==> config.mk <==
export PLATFORM = sky130hd
export DESIGN_NAME = unpack_1to8
export DESIGN_NICKNAME = d
export VERILOG_FILES = /design/src/rtl/unpack_1to8.sv
export SDC_FILE = /design/constraint.sdc
export NUM_CORES = 1
export LEC_CHECK = 0
export ABC_AREA = 1
export BUFFER_PORTS_ARGS = -buffer_cell sky130_fd_sc_hd__clkbuf_2
export CORE_MARGIN = 4
export CORE_UTILIZATION = 39
export CTS_CLUSTER_SIZE = 20
export DETAILED_ROUTE_END_ITERATION = 6
export GPL_ROUTABILITY_DRIVEN = 0
export PLACE_DENSITY_LB_ADDON = 0.12
export SYNTH_ARGS = -nofsm -noshare
export SYNTH_HDL_FRONTEND = slang
export SYNTH_SLANG_ARGS = --single-unit
==> constraint.sdc <==
create_clock -name clk -period 1.4 [get_ports clk]
set_input_delay 0.07 -clock clk [delete_from_list [all_inputs] [get_ports clk]]
set_output_delay 0.07 -clock clk [all_outputs]
set_load 0.005 [all_outputs]
==> src/rtl/unpack_1to8.sv <==
// Purpose : unpack 32-bit words into a stream of eight 4-bit nibbles.
// Latency : a word accepted into an empty block shows its first nibble right after the accepting edge.
// Backpr. : a one-word hold register takes a second word, and inrdy drops while that register is full.
//
// Ports:
//   clk, n_rst      - clock; reset is synchronous and active-low
//   flush           - synchronous clear of all data state (the ovf/udf sticky flags survive it)
//   inen, in, inrdy - word input; a word is accepted when inen && inrdy
//   outen, out      - nibble output; a nibble is consumed when outen && outvld
//   outvld, empty   - a nibble is available / nothing is held anywhere in the block
//   cnt             - nibbles left in the shift register (0..8)
//   ovf, udf        - sticky: word offered while full / nibble taken while invalid
module unpack_1to8 #(
  parameter bit MSB_FIRST = 1'b1
) (
  input  logic        clk,
  input  logic        n_rst,
  input  logic        flush,
  input  logic        inen,
  input  logic [31:0] in,
  output logic        inrdy,
  input  logic        outen,
  output logic [3:0]  out,
  output logic        outvld,
  output logic        empty,
  output logic [3:0]  cnt,
  output logic        ovf,
  output logic        udf
);

  logic [31:0] sr_q, sr_d;
  logic [31:0] hr_q, hr_d;
  logic [3:0]  cnt_q, cnt_d;
  logic        hv_q, hv_d;
  logic        ovf_q, ovf_d;
  logic        udf_q, udf_d;

  logic        consume;
  logic        accept;
  logic        last_slot;
  logic [31:0] sr_shifted;

  // All outputs are decoded from registered state only.
  assign inrdy  = !hv_q;
  assign outvld = (cnt_q != 4'd0);
  assign empty  = (cnt_q == 4'd0) && !hv_q;
  assign cnt    = cnt_q;
  assign ovf    = ovf_q;
  assign udf    = udf_q;

  always_comb begin
    out = 4'h0;
    if (cnt_q != 4'd0) begin
      out = MSB_FIRST ? sr_q[31:28] : sr_q[3:0];
    end
  end

  assign consume = outen && outvld;
  assign accept  = inen && inrdy;

  // The shift register may be reloaded on this edge when it is already empty,
  // or when its final nibble is consumed on this same edge. Reloading then
  // avoids a bubble cycle between consecutive words.
  assign last_slot = (cnt_q == 4'd0) || ((cnt_q == 4'd1) && consume);

  // Shift toward the output end; the vacated nibble is filled with zero.
  assign sr_shifted = MSB_FIRST ? {sr_q[27:0], 4'h0} : {4'h0, sr_q[31:4]};

  always_comb begin
    sr_d  = sr_q;
    hr_d  = hr_q;
    cnt_d = cnt_q;
    hv_d  = hv_q;
    ovf_d = ovf_q;
    udf_d = udf_q;

    if (flush) begin
      // Simultaneous inen/outen are ignored, so no sticky flag is set here.
      sr_d  = 32'h0;
      hr_d  = 32'h0;
      cnt_d = 4'd0;
      hv_d  = 1'b0;
    end else begin
      if (inen && !inrdy) begin
        ovf_d = 1'b1;
      end
      if (outen && !outvld) begin
        udf_d = 1'b1;
      end

      if (consume) begin
        sr_d  = sr_shifted;
        cnt_d = cnt_q - 4'd1;
      end

      if (last_slot) begin
        // A held word always takes priority over the input. The two cannot
        // both be pending, because inrdy is low whenever hv_q is set.
        if (hv_q) begin
          sr_d  = hr_q;
          cnt_d = 4'd8;
          hv_d  = 1'b0;
        end else if (accept) begin
          sr_d  = in;
          cnt_d = 4'd8;
        end
      end else if (accept) begin
        hr_d = in;
        hv_d = 1'b1;
      end
    end
  end

  always_ff @(posedge clk) begin
    if (!n_rst) begin
      sr_q  <= 32'h0;
      hr_q  <= 32'h0;
      cnt_q <= 4'd0;
      hv_q  <= 1'b0;
      ovf_q <= 1'b0;
      udf_q <= 1'b0;
    end else begin
      sr_q  <= sr_d;
      hr_q  <= hr_d;
      cnt_q <= cnt_d;
      hv_q  <= hv_d;
      ovf_q <= ovf_d;
      udf_q <= udf_d;
    end
  end

endmodule

==> results of run 1 <==
==> timing repair <==
action / in CTS / in global routing
gates cloned: 0 / 7
endpoints found under the setup margin: 34 / 61
hold buffers: 27 / 0
resized for setup: 30 / 84
endpoints found under the hold margin: 27 / 0
setup buffers: 8 / 5
pin swaps: 5 / 27
==> metrics by stage <==
| stage | power (mW) | util (%) | setup slack (ps) | cells | setup TNS (ps) |
|---|---|---|---|---|---|
| detailed placement | 2.94 | 46.5 | -112 | 655 | -567 |
| floorplan | 2.63 | - | 34.7 | 501 | 0 |
| finish | 4.90 | 59.3 | -95.0 | 717 | -1620 |
| global route | 5.12 | 59.3 | -129 | 717 | -4790 |
| CTS | 4.70 | 53.6 | -70.8 | 705 | -249 |
| global placement | 2.93 | 46.5 | 3.83 | 655 | 0 |
==> sequential cells by signal, indices dropped and copies added, names as in the netlist <==
signal / flops
hr_q: 32
hv_q: 1
udf: 1
sr_q: 32
ovf: 1
cnt: 4
==> power by group through the flow <==
stage / registers [mW] / logic [mW] / clock network (mW)
2_1_floorplan: 2.16 / 0.466 / 0
3_3_place_gp: 2.16 / 0.766 / 0
3_5_place_dp: 2.17 / 0.776 / 0
4_1_cts: 2.12 / 0.916 / 1.67
5_1_grt: 2.13 / 1.23 / 1.76
6_report: 2.12 / 1.14 / 1.64
==> cell usage after synthesis, drive strengths merged <==
master  number
nand3       61
a22o        19
nor2        24
inv         54
nor3         1
a31oi        2
nand4       23
nand2      126
buf         23
o21ai       48
dfxtp       71
clkbuf      15
o22ai        4
a21oi       28
ha           2
==> worst max-delay path by stage <==
stage / start / endpoint / slack [ps] / cells past startpoint
finish: cnt[1] / cnt[0] / -100 / 9
global route: cnt[1] / cnt[0] / -130 / 9
CTS: cnt[1] / out[3] / -70 / 7
detailed placement: cnt[0] / hr_q[8] / -110 / 7
global placement: cnt[1] / hr_q[4] / 4 / 7
floorplan: cnt[0] / hr_q[23] / 30 / 7
==> cells by family after synthesis <==
logic type / count (synthesis) / share of synthesized area (%)
buffers and inverters: 92 / 11.2
DFF: 71 / 40.4
and+or+nand+nor: 235 / 31.0
adders and majority gates: 2 / 0.711
AOI/OAI and AO/OA: 101 / 16.6
==> tightest hold or removal path: cells and delay by family <==
kind / cells / cell delay, ps
and+or+nand+nor: 1 / 80
AOI/OAI and AO/OA: 1 / 60
buffers and inverters: 1 / 100
==> placed cells by master (no fill, tap or decap), types with 4 or more instances in the layout <==
master           n
a21oi_2          9
nand3_2         21
nor2_4           5
a22o_1          19
o21ai_0         18
buf_4           32
nand2_2         13
o21ai_1         21
clkbuf_8        10
inv_1           49
dlygate4sd3_1   27
dfxtp_1         66
nand2_8          4
o22ai_1          4
buf_12          13
nor2_1          16
dfxtp_2          5
nand4_1         23
nand2_1        107
nand3_1         38
a21oi_1         19
clkbuf_2        46
clkbuf_16        7
o21ai_2          8
==> metal layers <==
| layer | GRT usage (%) | vias up | part of all wire [%] |
|---|---|---|---|
| met2 | 32.9 | 83 | 50 |
| met1 | 26.6 | 1709 | 44 |
| li1 | - | 1878 | - |
| met3 | 3.52 | 10 | 4.9 |
| met4 | 5.68 | 0 | 1.1 |
| met5 | 0 | - | 0 |
==> final cells by class <==
class / count / share of cell area [%]
Clock inverter: 4 / 0.867
Inverter: 54 / 4.00
Timing Repair Buffer: 130 / 23.5
Multi-Input combinational cell: 338 / 38.8
Tap cell: 108 / 2.60
Sequential cell: 71 / 27.5
Clock buffer: 12 / 2.79
==> impl_metrics.ini, run 1 <==
[outcome]
status = finished with violations
violations = setup timing

[grt]
grt_max_degree = 46
grt_use_total_pct = 19.9
grt_pass1_wl_mm = 16.6
grt_overflow = 0
grt_antenna_before_repair = 0
first_global_vias = 3366

[drt]
first_pass_iters = 5
via_per_inst = 5.13
drtIter0Drc = 203
vias = 3680
drt-total-wl_mm = 10.9
drcViolationCount = 0
ant_nets = 0
wl_per_cell_um = 15.1

[clocking]
cts_buffers = 9
insertion_delay_ps = 340
clockBufferDepth = 2
clkTransAtPathRegs_ps = 80
tritoncts = yes
cts-root-buf = clkbuf_8
h-tree-depth = 3
clkSinkCount = 71

[critical_path]
r2r_cells = 9
critical_path_class = reg -> reg
worstPathCellList = inv_4 -> buf_4 -> ha_4 -> nand3_4 -> nand2_8 -> nand2_8 -> buf_4 -> nand2_1 -> a21oi_1
critPathTopFamily = simple AND/OR/NAND/NOR gates
timing.critical_path.slowest_stage_cell = dfxtp_2
worstReg2RegStart = cnt[1]
crit_required_ps = 1670
arrival_ps = 1760
r2r_end = cnt[0]
regToRegSetupSlack_ps = -100
critPathCaptureType = flip-flop
critPathBufInv = 3
max_stage_delay_ps = 360
startpoint_type = flip-flop
path_max_fanout = 7

[finish]
drive_gt1_share_pct = 32.3
seqCellArea_mm2 = 0.00143
syn_to_final_growth_pct = 47.7
multi_input_area_mm2 = 0.00201
n_fill_cell = 765
finalNetCount = 643
finalInstanceArea_mm2 = 0.00519
diodes = 0

[floorplan]
die_w_um = 103
initial_core_util_pct = 40.1
ios = 50
die_h_um = 103
die_area_mm2 = 0.0106
coreArea_mm2 = 0.00876
rows = 34

[synth]
synth.largest_area_cell = dfxtp_1
synth_area_mm2 = 0.00352
synth.avg_cell_area_um2 = 7.02
synth_seq_area_share_pct = 40.4
yosysTopAreaCellShare_pct = 40.4
ys_warn_count = 0
synth_cells = 501
netlist-cell-type-count = 26
synth_nets = 540
ys_ff_latch = 71
synth.area.top_cells = dfxtp_1 (40%), nand2_1 (13%), nand3_1 (8.4%)

[timing]
setup_viol = 50
worst_slew_pin_slew_ps = 549
hold_viol = 0
rsz0062_at_grt = yes
final.min_clock_period_ps = 1500
fmax_mhz = 669
max_slew_margin_pct = 63.4
fin_skew_ps = 7.61
finalMaxSlewViolations = 0
fin_crit_sh_pct = 107
whs_ps = 8.12
fin_ws_ps = -95.0

[power_and_ir_drop]
p_leak_nw = 2.16
sw_frac_of_total_pct = 28.9
power_frac_comb_pct = 23.3
switchingPower_mw = 1.42
p_seq_share_pct = 43.2
pwr_density_cell_mw_per_mm2 = 944
p_int_mw = 3.49
p_clk_share_pct = 33.5
ir_worst_vdd_mv = 0.460

[worst_hold_path]
hold_class = in -> reg
whs_path_depth = 3
hp-start = in[12]
holdPathEnd = hr_q[12]

[placement]
place_area_mm2 = 0.00408
dp_hpwl_mm = 6.64
io_buffers = 49

[flow_run]
drv_cap = 0
No activity file was read; power rests on OpenSTA's default activity.
==> run 2: changes to the inputs <==
CORE_UTILIZATION = 51   (was 39)
==> run 2 against run 1 <==
  * The flow still finishes with violations (setup timing)
  * Final area decreased by 5.2%
  * Routed wire length decreased by 6.2%
  * Clock skew increased by 1.9 ps
  * Global-route usage increased by 2.9 points
  * Register-to-register slack improved by 95 ps
  * Non-clock buffer count decreased by 8
  * Largest cell class unchanged
==> impl_metrics.ini, run 2 (same netlist as run 1, synthesis figures left out) <==
[outcome]
status = finished with violations
violations = setup timing

[drt]
first_pass_iters = 5
via_per_inst = 5.51
ant_nets = 0
drt-total-wl_mm = 10.2
wl_per_cell_um = 15.0
drtIter0Drc = 206
vias = 3755
drcViolationCount = 0

[power_and_ir_drop]
ir_worst_vdd_mv = 0.585
p_leak_nw = 2.10
pwr_density_cell_mw_per_mm2 = 1010

[floorplan]
rows = 30
initial_core_util_pct = 52.1
die_w_um = 91.0
coreArea_mm2 = 0.00676
ios = 50
die_h_um = 91.0
die_area_mm2 = 0.00829

[timing]
finalMaxSlewViolations = 0
setup_viol = 6
fin_ws_ps = -51.4
final.min_clock_period_ps = 1450
fmax_mhz = 689
max_slew_margin_pct = 79.4
hold_viol = 0
rsz0062_at_grt = yes
fin_crit_sh_pct = 104
fin_skew_ps = 9.50
worst_slew_pin_slew_ps = 309

[critical_path]
critPathCaptureType = output pin
critical_path_class = reg -> out
arrival_ps = 1380
startpoint_type = flip-flop
path_max_fanout = 5
crit_required_ps = 1330

[finish]
finalNetCount = 635
layout_common_cells = nand2_1 (117), dfxtp_1 (67), nand3_1 (58)
syn_to_final_growth_pct = 40.0
n_fill_cell = 511
finalInstanceArea_mm2 = 0.00492
diodes = 0
drive_gt1_share_pct = 24.6
final_common_cell = nand2_1

[placement]
io_buffers = 49
dp_hpwl_mm = 6.06
place_ws_ps = -32.9
place_area_mm2 = 0.00397

[grt]
grt_overflow = 0
grt_pass1_wl_mm = 15.3
first_global_vias = 3190
grt_max_degree = 43
grt_use_total_pct = 22.8
grt_antenna_before_repair = 0

[clocking]
cts-root-buf = clkbuf_8
clkTransAtPathRegs_ps = 80
tritoncts = yes
h-tree-depth = 3
clkSinkCount = 71
insertion_delay_ps = 340
cts_buffers = 9
clockBufferDepth = 2

[worst_hold_path]
hold_class = in -> reg

[flow_run]
drv_cap = 0
run 2: cell types whose count changed in the layout (fill, tap and decap cells not counted), moves of 5 or more:
cell	change
buf_6	+8
buf_12	-5
nand2_1	+10
buf_4	-14
nand2_2	-10
nand3_2	-20
nand3_1	+20
run 2: worst paths after layout:
kind	start	end	slack [ps]	cells after the start
max	cnt[1]	out[0]	-50	7
min	in[23]	hr_q[23]	4	3
max reg2reg	cnt[0]	hr_q[28]	0	7
min reg2reg	hr_q[4]	hr_q[4]	470	2
run 2: timing repair:
action | in CTS | in global routing
pin swaps | 3 | 21
hold buffers | 29 | 0
endpoints found under the setup margin | 24 | 67
resized for setup | 18 | 54
hold endpoints to repair | 29 | 0
cloned | 2 | 6
setup buffers | 5 | 3
run 2: through the flow:
step / cells / power, mW / setup TNS [ps] / util [%] / hold slack [ps]
3_3_place_gp: 621 / 2.89 / -16.9 / 58.8 / 330
3_5_place_dp: 621 / 2.90 / -39.2 / 58.8 / 338
2_1_floorplan: 501 / 2.63 / 0 / - / 216
4_1_cts: 672 / 4.87 / -918 / 68.6 / 1.98
5_1_grt: 681 / 5.17 / -1210 / 72.9 / 17.8
6_report: 681 / 4.97 / -177 / 72.9 / 3.69
run 2: final cells by class:
class,instances,area [um^2],area share (%)
multi-input cells,338,1830,37.3
flip-flops and latches,71,1430,29.0
repair buffers,122,1130,23.0
inverters,54,208,4.22
clock buffers,9,124,2.52
well taps,80,100,2.03
clock inverters,7,96.3,1.96
run 2: worst max-delay path, stage by stage (launching register included):
cell      delay (ps)
dfxtp_2          340
inv_4             80
ha_4             170
buf_6            110
inv_4             30
nor2_4           130
nor2_1            70
clkbuf_2         110
run 2: where the power goes:
part | leakage, nW | switching [mW] | internal (mW)
Sequential | 0.578 | 0.0348 | 2.08
Clock | 0.114 | 0.846 | 1.01
Combinational | 1.41 | 0.536 | 0.464
Total | 2.10 | 1.42 | 3.56
run 2: metal layers:
| metal | GRT usage (%) | wire length [um] | vias up |
|---|---|---|---|
| met4 | 8.54 | 119 | 0 |
| li1 | - | - | 1871 |
| met3 | 3.23 | 584 | 13 |
| met1 | 31.3 | 4550 | 1745 |
| met5 | 0 | 0 | - |
| met2 | 36.3 | 4930 | 126 |
==> run 3: changes to the inputs <==
RECOVER_POWER = 100   (was default)
SLEW_MARGIN = 20   (was default)
==> run 3 against run 2 <==
  * The run still ends with setup timing left
  * Final area hardly changed
  * Register-to-register slack hardly changed
  * Cell count stayed put
  * Maximum frequency stayed put
  * Critical endpoint unchanged
  * Largest power group unchanged
==> impl_metrics.ini, run 3 (same netlist as run 1, synthesis figures left out) <==
[outcome]
status = finished with violations
violations = setup timing

[timing]
finalMaxSlewViolations = 0
max_slew_margin_pct = 79.4
fin_ws_ps = -51.4
setup_tns_ps = -177
rsz0062_at_grt = yes
final.min_clock_period_ps = 1450
fin_skew_ps = 9.50
whs_ps = 3.69
fmax_mhz = 689
fin_crit_sh_pct = 104
worst_slew_pin_slew_ps = 309
hold_viol = 0
setup_viol = 6

[flow_run]
drv_cap = 0

[floorplan]
rows = 30
die_w_um = 91.0
die_area_mm2 = 0.00829
coreArea_mm2 = 0.00676
die_h_um = 91.0
initial_core_util_pct = 52.1
ios = 50

[worst_hold_path]
holdPathEnd = hr_q[23]
hp-start = in[23]
whs_path_depth = 3
hold_class = in -> reg

[finish]
n_fill_cell = 512
syn_to_final_growth_pct = 40.0
fin_util_pct = 72.9
final_common_cell = nand2_1
finalNetCount = 635
drive_gt1_share_pct = 24.5
layout_common_cells = nand2_1 (117), dfxtp_1 (68), nand3_1 (58)
diodes = 0

[clocking]
clockBufferDepth = 2
tritoncts = yes
cts-root-buf = clkbuf_8
cts_buffers = 9
h-tree-depth = 3
insertion_delay_ps = 340
clkSinkCount = 71
clkTransAtPathRegs_ps = 80

[power_and_ir_drop]
power_mw = 4.97
p_leak_nw = 2.10
ir_worst_vdd_mv = 0.585
pwr_density_cell_mw_per_mm2 = 1010

[critical_path]
critPathCaptureType = output pin
startpoint_type = flip-flop
crit_required_ps = 1330
regToRegSetupSlack_ps = 0
r2r_end = hr_q[28]
path_max_fanout = 5
critical_path_class = reg -> out
r2r_cells = 7
arrival_ps = 1380
worstReg2RegStart = cnt[0]

[placement]
io_buffers = 49
dp_hpwl_mm = 6.06
place_ws_ps = -32.9

[grt]
grt_use_total_pct = 22.8
first_global_vias = 3190
grt_overflow = 0
grt_pass1_wl_mm = 15.3
grt_max_degree = 43
grt_antenna_before_repair = 0

[drt]
first_pass_iters = 5
vias = 3755
drcViolationCount = 0
drtIter0Drc = 206
drt-total-wl_mm = 10.2
ant_nets = 0
wl_per_cell_um = 15.0
via_per_inst = 5.51
-- run 3: critical path, stage by stage (launching register included) --
cell      delay [ps]
dfxtp_2          340
inv_4             80
ha_4             170
buf_6            110
inv_4             30
nor2_4           130
nor2_1            70
clkbuf_2         110
-- run 3: metrics by stage --
stage | area (um^2) | std cells
CTS | 4640 | 672
finish | 4920 | 681
global placement | 3970 | 621
floorplan | 3520 | 501
global route | 4920 | 681
detailed placement | 3970 | 621
-- run 3: what timing repair did --
| action | in CTS | in global routing |
|---|---|---|
| gates resized for setup | 18 | 54 |
| cloned | 2 | 6 |
| hold buffers | 29 | 0 |
| buffers inserted | 5 | 3 |
| hold endpoints to repair | 29 | 0 |
| pin swaps | 3 | 21 |
| endpoints found under the setup margin | 24 | 67 |
-- run 3: final cells by class --
cell class | instances | area, um^2 | area share, %
clock buffer | 9 | 124 | 2.52
inverter | 54 | 208 | 4.22
timing repair buffer | 122 | 1130 | 23.1
sequential | 71 | 1430 | 29.0
multi-input combinational | 338 | 1830 | 37.3
tap | 80 | 100 | 2.03
clock inverter | 7 | 96.3 | 1.96
-- run 3: how the worst max path moves through the flow --
stage | end | cells after the start | slack, ps | start
floorplan | hr_q[23] | 7 | 30 | cnt[0]
global placement | sr_q[25] | 7 | -20 | cnt[1]
detailed placement | sr_q[25] | 7 | -30 | cnt[0]
CTS | out[0] | 7 | -60 | cnt[1]
global route | out[2] | 7 | -130 | cnt[0]
finish | out[0] | 7 | -50 | cnt[1]
-- run 3: metal layers --
| layer | wire (um) | track usage [%] | vias to the layer above |
|---|---|---|---|
| met2 | 4930 | 36.3 | 126 |
| met5 | 0 | 0 | - |
| met3 | 584 | 3.23 | 13 |
| met1 | 4550 | 31.3 | 1745 |
| li1 | - | - | 1871 |
| met4 | 119 | 8.54 | 0 |
-- run 3: where the power goes --
group / leakage (nW) / internal [mW] / switching (mW)
sequential: 0.577 / 2.08 / 0.0348
clock: 0.114 / 1.01 / 0.846
combinational: 1.41 / 0.464 / 0.536
